`config.mk`:
```
export PLATFORM = sky130hd
export DESIGN_NAME = popcount_stream_acc
export DESIGN_NICKNAME = d
export VERILOG_FILES = /design/src/rtl/popcount_pkg.sv /design/src/rtl/popcount_int8.sv /design/src/rtl/popcount_stream_acc.sv
export SDC_FILE = /design/constraint.sdc
export NUM_CORES = 1
export LEC_CHECK = 0
export BUFFER_PORTS_ARGS = -buffer_cell sky130_fd_sc_hd__clkbuf_2
export CELL_PAD_IN_SITES_DETAIL_PLACEMENT = 1
export CELL_PAD_IN_SITES_GLOBAL_PLACEMENT = 1
export CORE_UTILIZATION = 40
export DETAILED_ROUTE_END_ITERATION = 16
export HOLD_SLACK_MARGIN = 0.03
export PLACE_DENSITY_LB_ADDON = 0.1
export SLEW_MARGIN = 20
export SYNTH_ARGS = -nofsm -noshare
export SYNTH_HDL_FRONTEND = slang
export SYNTH_SLANG_ARGS = --single-unit
export TNS_END_PERCENT = 50
```
`constraint.sdc`:
```
create_clock -name clk -period 2.2 [get_ports clk]
set_clock_uncertainty 0.15 [all_clocks]
set_input_delay 0.22 -clock clk [delete_from_list [all_inputs] [get_ports clk]]
set_output_delay 0.22 -clock clk [all_outputs]
set_load 0.05 [all_outputs]
```
`src/rtl/popcount_pkg.sv`:
```
// Shared constants and saturating-add helper for the popcount datapath.
// sat_add is width-generic up to SAT_W bits so other accumulators can reuse it.
package popcount_pkg;

    localparam int WORD_W    = 8;
    localparam int POPCNT8_W = 4;
    localparam int SAT_W     = 32;

    localparam logic [SAT_W:0] SAT_ONE = {{SAT_W{1'b0}}, 1'b1};

    // Returns {carry, sum}; sum clamps to 2^w-1 and carry flags the clamp.
    function automatic logic [SAT_W:0] sat_add(
        input logic [SAT_W-1:0] acc,
        input logic [SAT_W-1:0] inc,
        input int unsigned      w
    );
        logic [SAT_W:0] sum;
        logic [SAT_W:0] lim;
        sum = {1'b0, acc} + {1'b0, inc};
        lim = (SAT_ONE << w) - SAT_ONE;
        if (sum > lim) begin
            return {1'b1, lim[SAT_W-1:0]};
        end
        return {1'b0, sum[SAT_W-1:0]};
    endfunction

endpackage

```
`src/rtl/popcount_int8.sv`:
```
// Combinational 8-bit population count (0..8).
// IMPL_TYPE 0 builds a balanced adder tree; any other value a serial chain.
module popcount_int8
    import popcount_pkg::*;
#(
    parameter int IMPL_TYPE = 0
) (
    input  logic [WORD_W-1:0]    data,
    output logic [POPCNT8_W-1:0] count
);

    generate
        if (IMPL_TYPE == 0) begin : g_tree
            logic [1:0] p0, p1, p2, p3;
            logic [2:0] q0, q1;
            assign p0 = {1'b0, data[0]} + {1'b0, data[1]};
            assign p1 = {1'b0, data[2]} + {1'b0, data[3]};
            assign p2 = {1'b0, data[4]} + {1'b0, data[5]};
            assign p3 = {1'b0, data[6]} + {1'b0, data[7]};
            assign q0 = {1'b0, p0} + {1'b0, p1};
            assign q1 = {1'b0, p2} + {1'b0, p3};
            assign count = {1'b0, q0} + {1'b0, q1};
        end else begin : g_chain
            always_comb begin
                count = '0;
                for (int i = 0; i < WORD_W; i++) begin
                    count = count + {{(POPCNT8_W-1){1'b0}}, data[i]};
                end
            end
        end
    endgenerate

endmodule

```
`src/rtl/popcount_stream_acc.sv`:
```
// Frame-level popcount: registers per-word counts, accumulates them and
// holds each frame total in a one-deep output buffer under backpressure.
module popcount_stream_acc
    import popcount_pkg::*;
#(
    parameter int ACC_WIDTH = 16,
    parameter int IMPL_TYPE = 0
) (
    input  logic                 clk,
    input  logic                 rst_n,
    input  logic                 in_valid,
    output logic                 in_ready,
    input  logic [WORD_W-1:0]    in_data,
    input  logic                 in_last,
    output logic                 out_valid,
    input  logic                 out_ready,
    output logic [ACC_WIDTH-1:0] out_count,
    output logic                 out_ovf
);

    logic                 s1_valid_q, s1_valid_d;
    logic                 s1_last_q, s1_last_d;
    logic [POPCNT8_W-1:0] s1_pc_q, s1_pc_d;
    logic [ACC_WIDTH-1:0] acc_q, acc_d;
    logic                 acc_ovf_q, acc_ovf_d;
    logic                 out_valid_q, out_valid_d;
    logic [ACC_WIDTH-1:0] out_count_q, out_count_d;
    logic                 out_ovf_q, out_ovf_d;

    logic [POPCNT8_W-1:0] word_pc;
    logic                 in_xfer, out_xfer, consume, emit;
    logic [SAT_W:0]       sat_r, sat_unused;
    logic [ACC_WIDTH-1:0] sat_sum;
    logic                 sat_carry;

    popcount_int8 #(
        .IMPL_TYPE(IMPL_TYPE)
    ) u_pc (
        .data (in_data),
        .count(word_pc)
    );

    // A last word may not leave stage 1 while the output buffer is stalled.
    assign consume  = s1_valid_q && !(s1_last_q && out_valid_q && !out_ready);
    assign emit     = consume && s1_last_q;
    assign in_ready = !s1_valid_q || consume;
    assign in_xfer  = in_valid && in_ready;
    assign out_xfer = out_valid_q && out_ready;

    assign sat_r      = sat_add(SAT_W'(acc_q), SAT_W'(s1_pc_q),
                                unsigned'(ACC_WIDTH));
    assign sat_carry  = sat_r[SAT_W];
    assign sat_sum    = sat_r[ACC_WIDTH-1:0];
    assign sat_unused = sat_r;

    always_comb begin
        s1_valid_d  = s1_valid_q;
        s1_last_d   = s1_last_q;
        s1_pc_d     = s1_pc_q;
        acc_d       = acc_q;
        acc_ovf_d   = acc_ovf_q;
        out_valid_d = out_valid_q;
        out_count_d = out_count_q;
        out_ovf_d   = out_ovf_q;

        if (in_xfer) begin
            s1_valid_d = 1'b1;
            s1_pc_d    = word_pc;
            s1_last_d  = in_last;
        end else if (consume) begin
            s1_valid_d = 1'b0;
        end

        if (out_xfer) begin
            out_valid_d = 1'b0;
        end

        if (emit) begin
            out_count_d = sat_sum;
            out_ovf_d   = acc_ovf_q | sat_carry;
            out_valid_d = 1'b1;
            acc_d       = '0;
            acc_ovf_d   = 1'b0;
        end else if (consume) begin
            acc_d     = sat_sum;
            acc_ovf_d = acc_ovf_q | sat_carry;
        end
    end

    always_ff @(posedge clk or negedge rst_n) begin
        if (!rst_n) begin
            s1_valid_q  <= 1'b0;
            s1_last_q   <= 1'b0;
            s1_pc_q     <= '0;
            acc_q       <= '0;
            acc_ovf_q   <= 1'b0;
            out_valid_q <= 1'b0;
            out_count_q <= '0;
            out_ovf_q   <= 1'b0;
        end else begin
            s1_valid_q  <= s1_valid_d;
            s1_last_q   <= s1_last_d;
            s1_pc_q     <= s1_pc_d;
            acc_q       <= acc_d;
            acc_ovf_q   <= acc_ovf_d;
            out_valid_q <= out_valid_d;
            out_count_q <= out_count_d;
            out_ovf_q   <= out_ovf_d;
        end
    end

    assign out_valid = out_valid_q;
    assign out_count = out_count_q;
    assign out_ovf   = out_ovf_q;

endmodule
```
Yosys cells after proc, flatten, opt, wreduce, memory -nomap -nowiden
Cells that the tools add are included.

storage, ports and cells
  bits in registers = 41
  bits of input ports = 13
  word-level logic and storage cells = 42

operators by class
  $add $sub $neg = 8
  order comparisons = 1
  mux-type cells = 11
  bitwise logic cells = 1
  reduce and logical (&&, ||, !) cells = 13

operators with widths
  kind                                                                                count
  33-bit two-way mux                                                                  2
  16-bit two-way mux                                                                  2
  16-bit by 4-bit adder with 17-bit output                                            1
  17-bit by 16-bit greater-than comparator with 1-bit output (second input constant)  1
  1-bit by 1-bit adder with 2-bit output                                              4
  1-bit two-way mux                                                                   7
  2-bit by 2-bit adder with 3-bit output                                              2
  1-bit logical AND                                                                   6
  2-bit nonzero test                                                                  3
  3-bit by 3-bit adder with 4-bit output                                              1
  1-bit zero test                                                                     3
  1-bit logical OR                                                                    1
  1-bit bitwise OR                                                                    1

Logic depth before layout (Yosys ltp)
  word-level depth = 7
  depth in mapped cells = 9
  depth with buffers taken out = 9

Hierarchy
Synthesis repeated with hierarchy kept, for this count alone.

second synthesis, totals
  cells, all modules = 233
  area total of the unflattened synthesis = 2,338.5 um^2

modules (own cells, without submodules)
  module               times used  cells an instance  area an instance (um^2)
  popcount_stream_acc  1           209                2,148.3
  popcount_int8        1           24                 190.2

Worst setup path after synthesis
Ideal clock, no wire load.

  path kind = in2reg
  start = in in_data[0]
  end = reg s1_pc_q[1]
  arrival time = 2.596 ns
  data required time = 1.925 ns
  setup slack = -0.671 ns
  stages = 8
  buffers on the path = 0
  path through = fa_1 > inv_1 > fa_1 > fa_1 > inv_1 > ha_1 > fa_1 > mux2_2

on the way
  cells in the longest elaborated chain, start to end = 3

ends and longest elaborated chain
  element                                 line                        RTL
  start, declared                         popcount_stream_acc.sv:13   input logic [WORD_W-1:0] in_data,
  1-bit by 1-bit adder with 2-bit output  popcount_int8.sv:16         assign p0 = {1'b0, data[0]} + {1'b0, data[1]};
  2-bit by 2-bit adder with 3-bit output  popcount_int8.sv:20         assign q0 = {1'b0, p0} + {1'b0, p1};
  3-bit by 3-bit adder with 4-bit output  popcount_int8.sv:22         assign count = {1'b0, q0} + {1'b0, q1};
  named net u_pc.count[1]                 popcount_int8.sv:9          output logic [POPCNT8_W-1:0] count
  end signal, assigned                    popcount_stream_acc.sv:103  s1_pc_q <= s1_pc_d;
  end, declared                           popcount_stream_acc.sv:23   logic [POPCNT8_W-1:0] s1_pc_q, s1_pc_d;

The timed path passes the listed nets, and every way through them passes these cells.
A chain may end at the register's enable or synchronous reset.

Worst setup path in the final report
Ends and elaborated chain as after synthesis.

==> insert_results.sql <==
INSERT INTO impl_metrics (metric_group, metric, value, unit) VALUES
('finish', 'layout-drive-gt1-share', '0.3503', ''),
('yosys', 'synth-async-reset-ratio', '1.000', ''),
('yosys', 'post_synth_main_area_contributors', 'sky130_fd_sc_hd__dfrtp_1 (45%), sky130_fd_sc_hd__fa_1 (4.4%), sky130_fd_sc_hd__a21oi_1 (4.2%)', ''),
('yosys', 'synthCells', '233', ''),
('clocking', 'cts_sinks', '41', ''),
('clocking', 'clk_pin_slew_worst_paths', '0.07', 'ns'),
('detailed_routing', 'routedWlPerCell', '15.09', 'um'),
('clocking', 'clock_tree.htree_level_count', '2', ''),
('detailed_routing', 'num_vias', '1899', ''),
('clocking', 'cts_tree', 'built', ''),
('sta', 'whs', '0.1698', 'ns'),
('power', 'power.static_leakage', '1.377', 'nW'),
('sta', 'slew_headroom', '0.6219', ''),
('sta', 'finalWorstSetupSlack', '-0.4859', 'ns'),
('setup_path', 'cp_common_cell', 'sky130_fd_sc_hd__fa_1', ''),
('detailed_routing', 'drt-vias-per-instance', '5.189', ''),
('yosys', 'syn_area_per_cell', '9.714', 'um2'),
('floorplanning', 'std_cell_rows', '27', ''),
('finish', 'antenna_cells_inserted', '0', ''),
('detailed_routing', 'detail-route-antenna-nets', '0', ''),
('yosys', 'synthDistinctLibCells', '47', ''),
('grt', 'grt_pass1_vias', '1948', ''),
('status', 'status', 'finished, violations left', ''),
('setup_path', 'critPathArrivalTime', '2.72', 'ns'),
('yosys', 'synth-simple-area-share', '0.1664', ''),
('place', 'dp.final_hpwl', '3.872', 'mm'),
('yosys', 'synth_warnings', '0', ''),
('grt', 'grt_start_max_net_pins', '22', ''),
('clocking', 'ctsLongestPathBuffers', '2', ''),
('finish', 'syn2layout_area_growth', '32.89', '%'),
('yosys', 'yosys-mux-area-fraction', '0.01493', ''),
('finish', 'stdcell_area', '3008', 'um2'),
('yosys', 'synth_xor_xnor_area_share', '0.05417', ''),
('floorplanning', 'die_width', '77.23', 'um'),
('yosys', 'ys.flop_type', 'sky130_fd_sc_hd__dfrtp_1', ''),
('grt', 'grt_use_met3', '0.04286', ''),
('clocking', 'clk_latency', '0.29', 'ns'),
('grt', 'grt-busiest-layer', 'met2', ''),
('setup_path', 'path_class', 'in -> reg', ''),
('place', 'portBuffers', '31', ''),
('yosys', 'largest_family_of_logic_cells_by_synthesized_area', 'compound AO/OA/AOI/OAI gates', ''),
('sta', 'final_setup_violation_count', '13', ''),
('yosys', 'synth-edff-count', '0', ''),
('sta', 'fin_hold_viols', '0', ''),
('setup_path', 'critical_path.n_buffers_inverters', '3', ''),
('setup_path', 'required', '2.23', 'ns'),
('sta', 'timing.final.crit_period', '2.686', 'ns'),
('setup_path', 'biggest_cell_delay_along_the_critical_path', '0.52', 'ns'),
('yosys', 'mappedNetlistArea', '2263', 'um2'),
('status', 'violations', 'setup timing', ''),
('detailed_routing', 'remaining_drc_errors', '0', ''),
('yosys', 'synth-adder-area-share', '0.08292', ''),
('yosys', 'synth_area_leader_cell', 'sky130_fd_sc_hd__dfrtp_1', ''),
('yosys', 'synthesis_stage_register_bit_count', '41', ''),
('grt', 'grt_pass1_wl', '9.280', 'mm'),
('grt', 'number_of_antenna_violations_at_the_first_check_in_global_routing', '0', ''),
('sta', 'worstMarginPinSlew', '0.5671', 'ns'),
('yosys', 'yosysSeqAreaShare', '0.4533', ''),
('grt', 'gr-usage-met2', '0.3442', ''),
('grt', 'gr-usage-all-layers', '0.1991', ''),
('floorplanning', 'io-pin-count', '32', ''),
('yosys', 'syn-num-nets', '258', ''),
('sta', 'fin_crit_sh', '1.221', ''),
('place', 'detailedPlace.worstSlack', '-0.8027', 'ns'),
('setup_path', 'crit_path_top_delay_cell', 'sky130_fd_sc_hd__fa_1', ''),
('floorplanning', 'core_region_area', '5473', 'um2'),
('sta', 'fmax', '372.3', 'MHz'),
('power', 'power_density', '981.9', 'nW/um2'),
('yosys', 'synth_top_area_frac', '0.4533', ''),
('floorplanning', 'initial_utilization', '0.4136', ''),
('setup_path', 'type_of_element_launching_the_critical_path', 'primary input', '');
-- cell usage after synthesis (2+ instances only) --
library cell / number
sky130_fd_sc_hd__inv_1: 14
sky130_fd_sc_hd__a31oi_1: 8
sky130_fd_sc_hd__mux2_2: 3
sky130_fd_sc_hd__a21oi_1: 19
sky130_fd_sc_hd__and2_1: 2
sky130_fd_sc_hd__nand2b_1: 4
sky130_fd_sc_hd__ha_1: 7
sky130_fd_sc_hd__nor3_2: 2
sky130_fd_sc_hd__o31ai_1: 3
sky130_fd_sc_hd__nand2_1: 25
sky130_fd_sc_hd__xor2_1: 7
sky130_fd_sc_hd__fa_1: 5
sky130_fd_sc_hd__o21bai_1: 2
sky130_fd_sc_hd__nor3_1: 4
sky130_fd_sc_hd__buf_6: 2
sky130_fd_sc_hd__nor2b_1: 2
sky130_fd_sc_hd__nand3_1: 6
sky130_fd_sc_hd__dfrtp_1: 41
sky130_fd_sc_hd__xnor2_1: 7
sky130_fd_sc_hd__clkbuf_1: 7
sky130_fd_sc_hd__and3_2: 2
sky130_fd_sc_hd__nor2_1: 19
sky130_fd_sc_hd__a311oi_1: 2
sky130_fd_sc_hd__o211a_1: 2
sky130_fd_sc_hd__a31o_1: 2
sky130_fd_sc_hd__o21ai_0: 13
sky130_fd_sc_hd__and4_1: 2
sky130_fd_sc_hd__a21o_1: 2
-- layout make-up --
cell class                 count  area, um2
clock inverter                 1      30.03
tap                           72      90.09
inverter                      14      52.55
clock buffer                   7      86.33
multi-input combinational    167       1266
fill                         635       2465
timing repair buffer          64      456.7
sequential                    41       1026
-- per-layer routing --
layer	up-vias	wire length, um
met5	-	0
met3	6	159
met2	32	2819
li1	931	-
met4	0	63
met1	930	2481
-- power by group --
group / total [W] / switching (W) / internal, W / leakage [nW]
registers: 0.000992 / 0.0000836 / 0.000908 / 0.527
logic: 0.00133 / 0.000823 / 0.000503 / 0.791
clock network: 0.000636 / 0.000266 / 0.000370 / 0.0585
-- metrics by stage --
step                total power [W]  utilization  TNS (ns)  cells
floorplan                  0.001813            -    -1.678    233
global placement           0.002161       0.4909    -5.133    349
detailed placement         0.002193       0.4909    -5.716    349
CTS                        0.002922       0.5304    -1.395    364
global route               0.003130       0.5496    -3.286    366
finish                     0.002953       0.5496    -1.540    366
-- layout by cell type (no fill, tap or decap), types with 2 or more instances in the layout --
cell	n
sky130_fd_sc_hd__clkbuf_2	30
sky130_fd_sc_hd__buf_12	2
sky130_fd_sc_hd__mux2_2	2
sky130_fd_sc_hd__a21oi_1	16
sky130_fd_sc_hd__xor2_1	6
sky130_fd_sc_hd__ha_1	5
sky130_fd_sc_hd__o21ai_1	4
sky130_fd_sc_hd__nand2_1	25
sky130_fd_sc_hd__nor3_1	4
sky130_fd_sc_hd__fa_1	3
sky130_fd_sc_hd__nor3_2	2
sky130_fd_sc_hd__a21o_1	2
sky130_fd_sc_hd__o21ai_0	9
sky130_fd_sc_hd__buf_4	24
sky130_fd_sc_hd__nor2_1	18
sky130_fd_sc_hd__inv_2	2
sky130_fd_sc_hd__a31oi_1	6
sky130_fd_sc_hd__xnor2_1	6
sky130_fd_sc_hd__o31ai_1	2
sky130_fd_sc_hd__inv_1	12
sky130_fd_sc_hd__fa_2	2
sky130_fd_sc_hd__dfrtp_1	41
sky130_fd_sc_hd__dlygate4sd3_1	3
sky130_fd_sc_hd__nand2b_1	4
sky130_fd_sc_hd__nand3_1	2
sky130_fd_sc_hd__clkbuf_8	6
sky130_fd_sc_hd__and4_1	2
sky130_fd_sc_hd__a31o_1	2
sky130_fd_sc_hd__buf_6	5
sky130_fd_sc_hd__o211a_1	2
sky130_fd_sc_hd__and3_2	2
sky130_fd_sc_hd__nand3_2	4
sky130_fd_sc_hd__o21bai_1	2
sky130_fd_sc_hd__a21oi_2	4
-- repair_timing --
action                                 CTS  global route
setup endpoints to repair               24            29
endpoints found under the hold margin   22             0
setup buffers                            4             2
pin swaps                               15            16
hold buffers                             3             0
resized for setup                       11            19
-- worst reg2reg max path, delay by kind of cell, from the launching register on --
kind / cells / cell delay (ns)
and+or+nand+nor: 2 / 0.34
DFF: 1 / 0.36
AOI/OAI and AO/OA: 2 / 0.62
adders and majority gates: 2 / 0.55
buffers and inverters: 2 / 0.15
-- state kept, by name (all words and copies together), names as in the netlist --
name,count
acc_q,16
out_ovf,1
s1_last_q,1
out_valid,1
s1_pc_q,4
out_count,16
acc_ovf_q,1
s1_valid_q,1
-- worst paths after layout --
path                             from           end  slack [ns]  depth (start not counted)
setup reg to reg           s1_pc_q[0]      acc_q[8]       -0.10                          8
hold reg to reg               out_ovf       out_ovf        0.33                          2
max in group asynchronous       rst_n       out_ovf        1.09                          3
min in group asynchronous       rst_n  out_count[8]        0.30                          2
hold / removal             in_data[2]    s1_pc_q[0]        0.17                          3
setup / recovery           in_data[0]    s1_pc_q[1]       -0.49                          9
-- cell families (layout without fill, tap and decap cells) --
kind of cell	after synthesis	count (layout)
xor gates and xnor gates	14	14
AOI/OAI and AO/OA	63	63
muxes	3	3
adders and majority gates	12	12
and+or+nand+nor	75	75
DFF	41	41
buffers and inverters	25	86
Power figures use the tool's default switching activity.
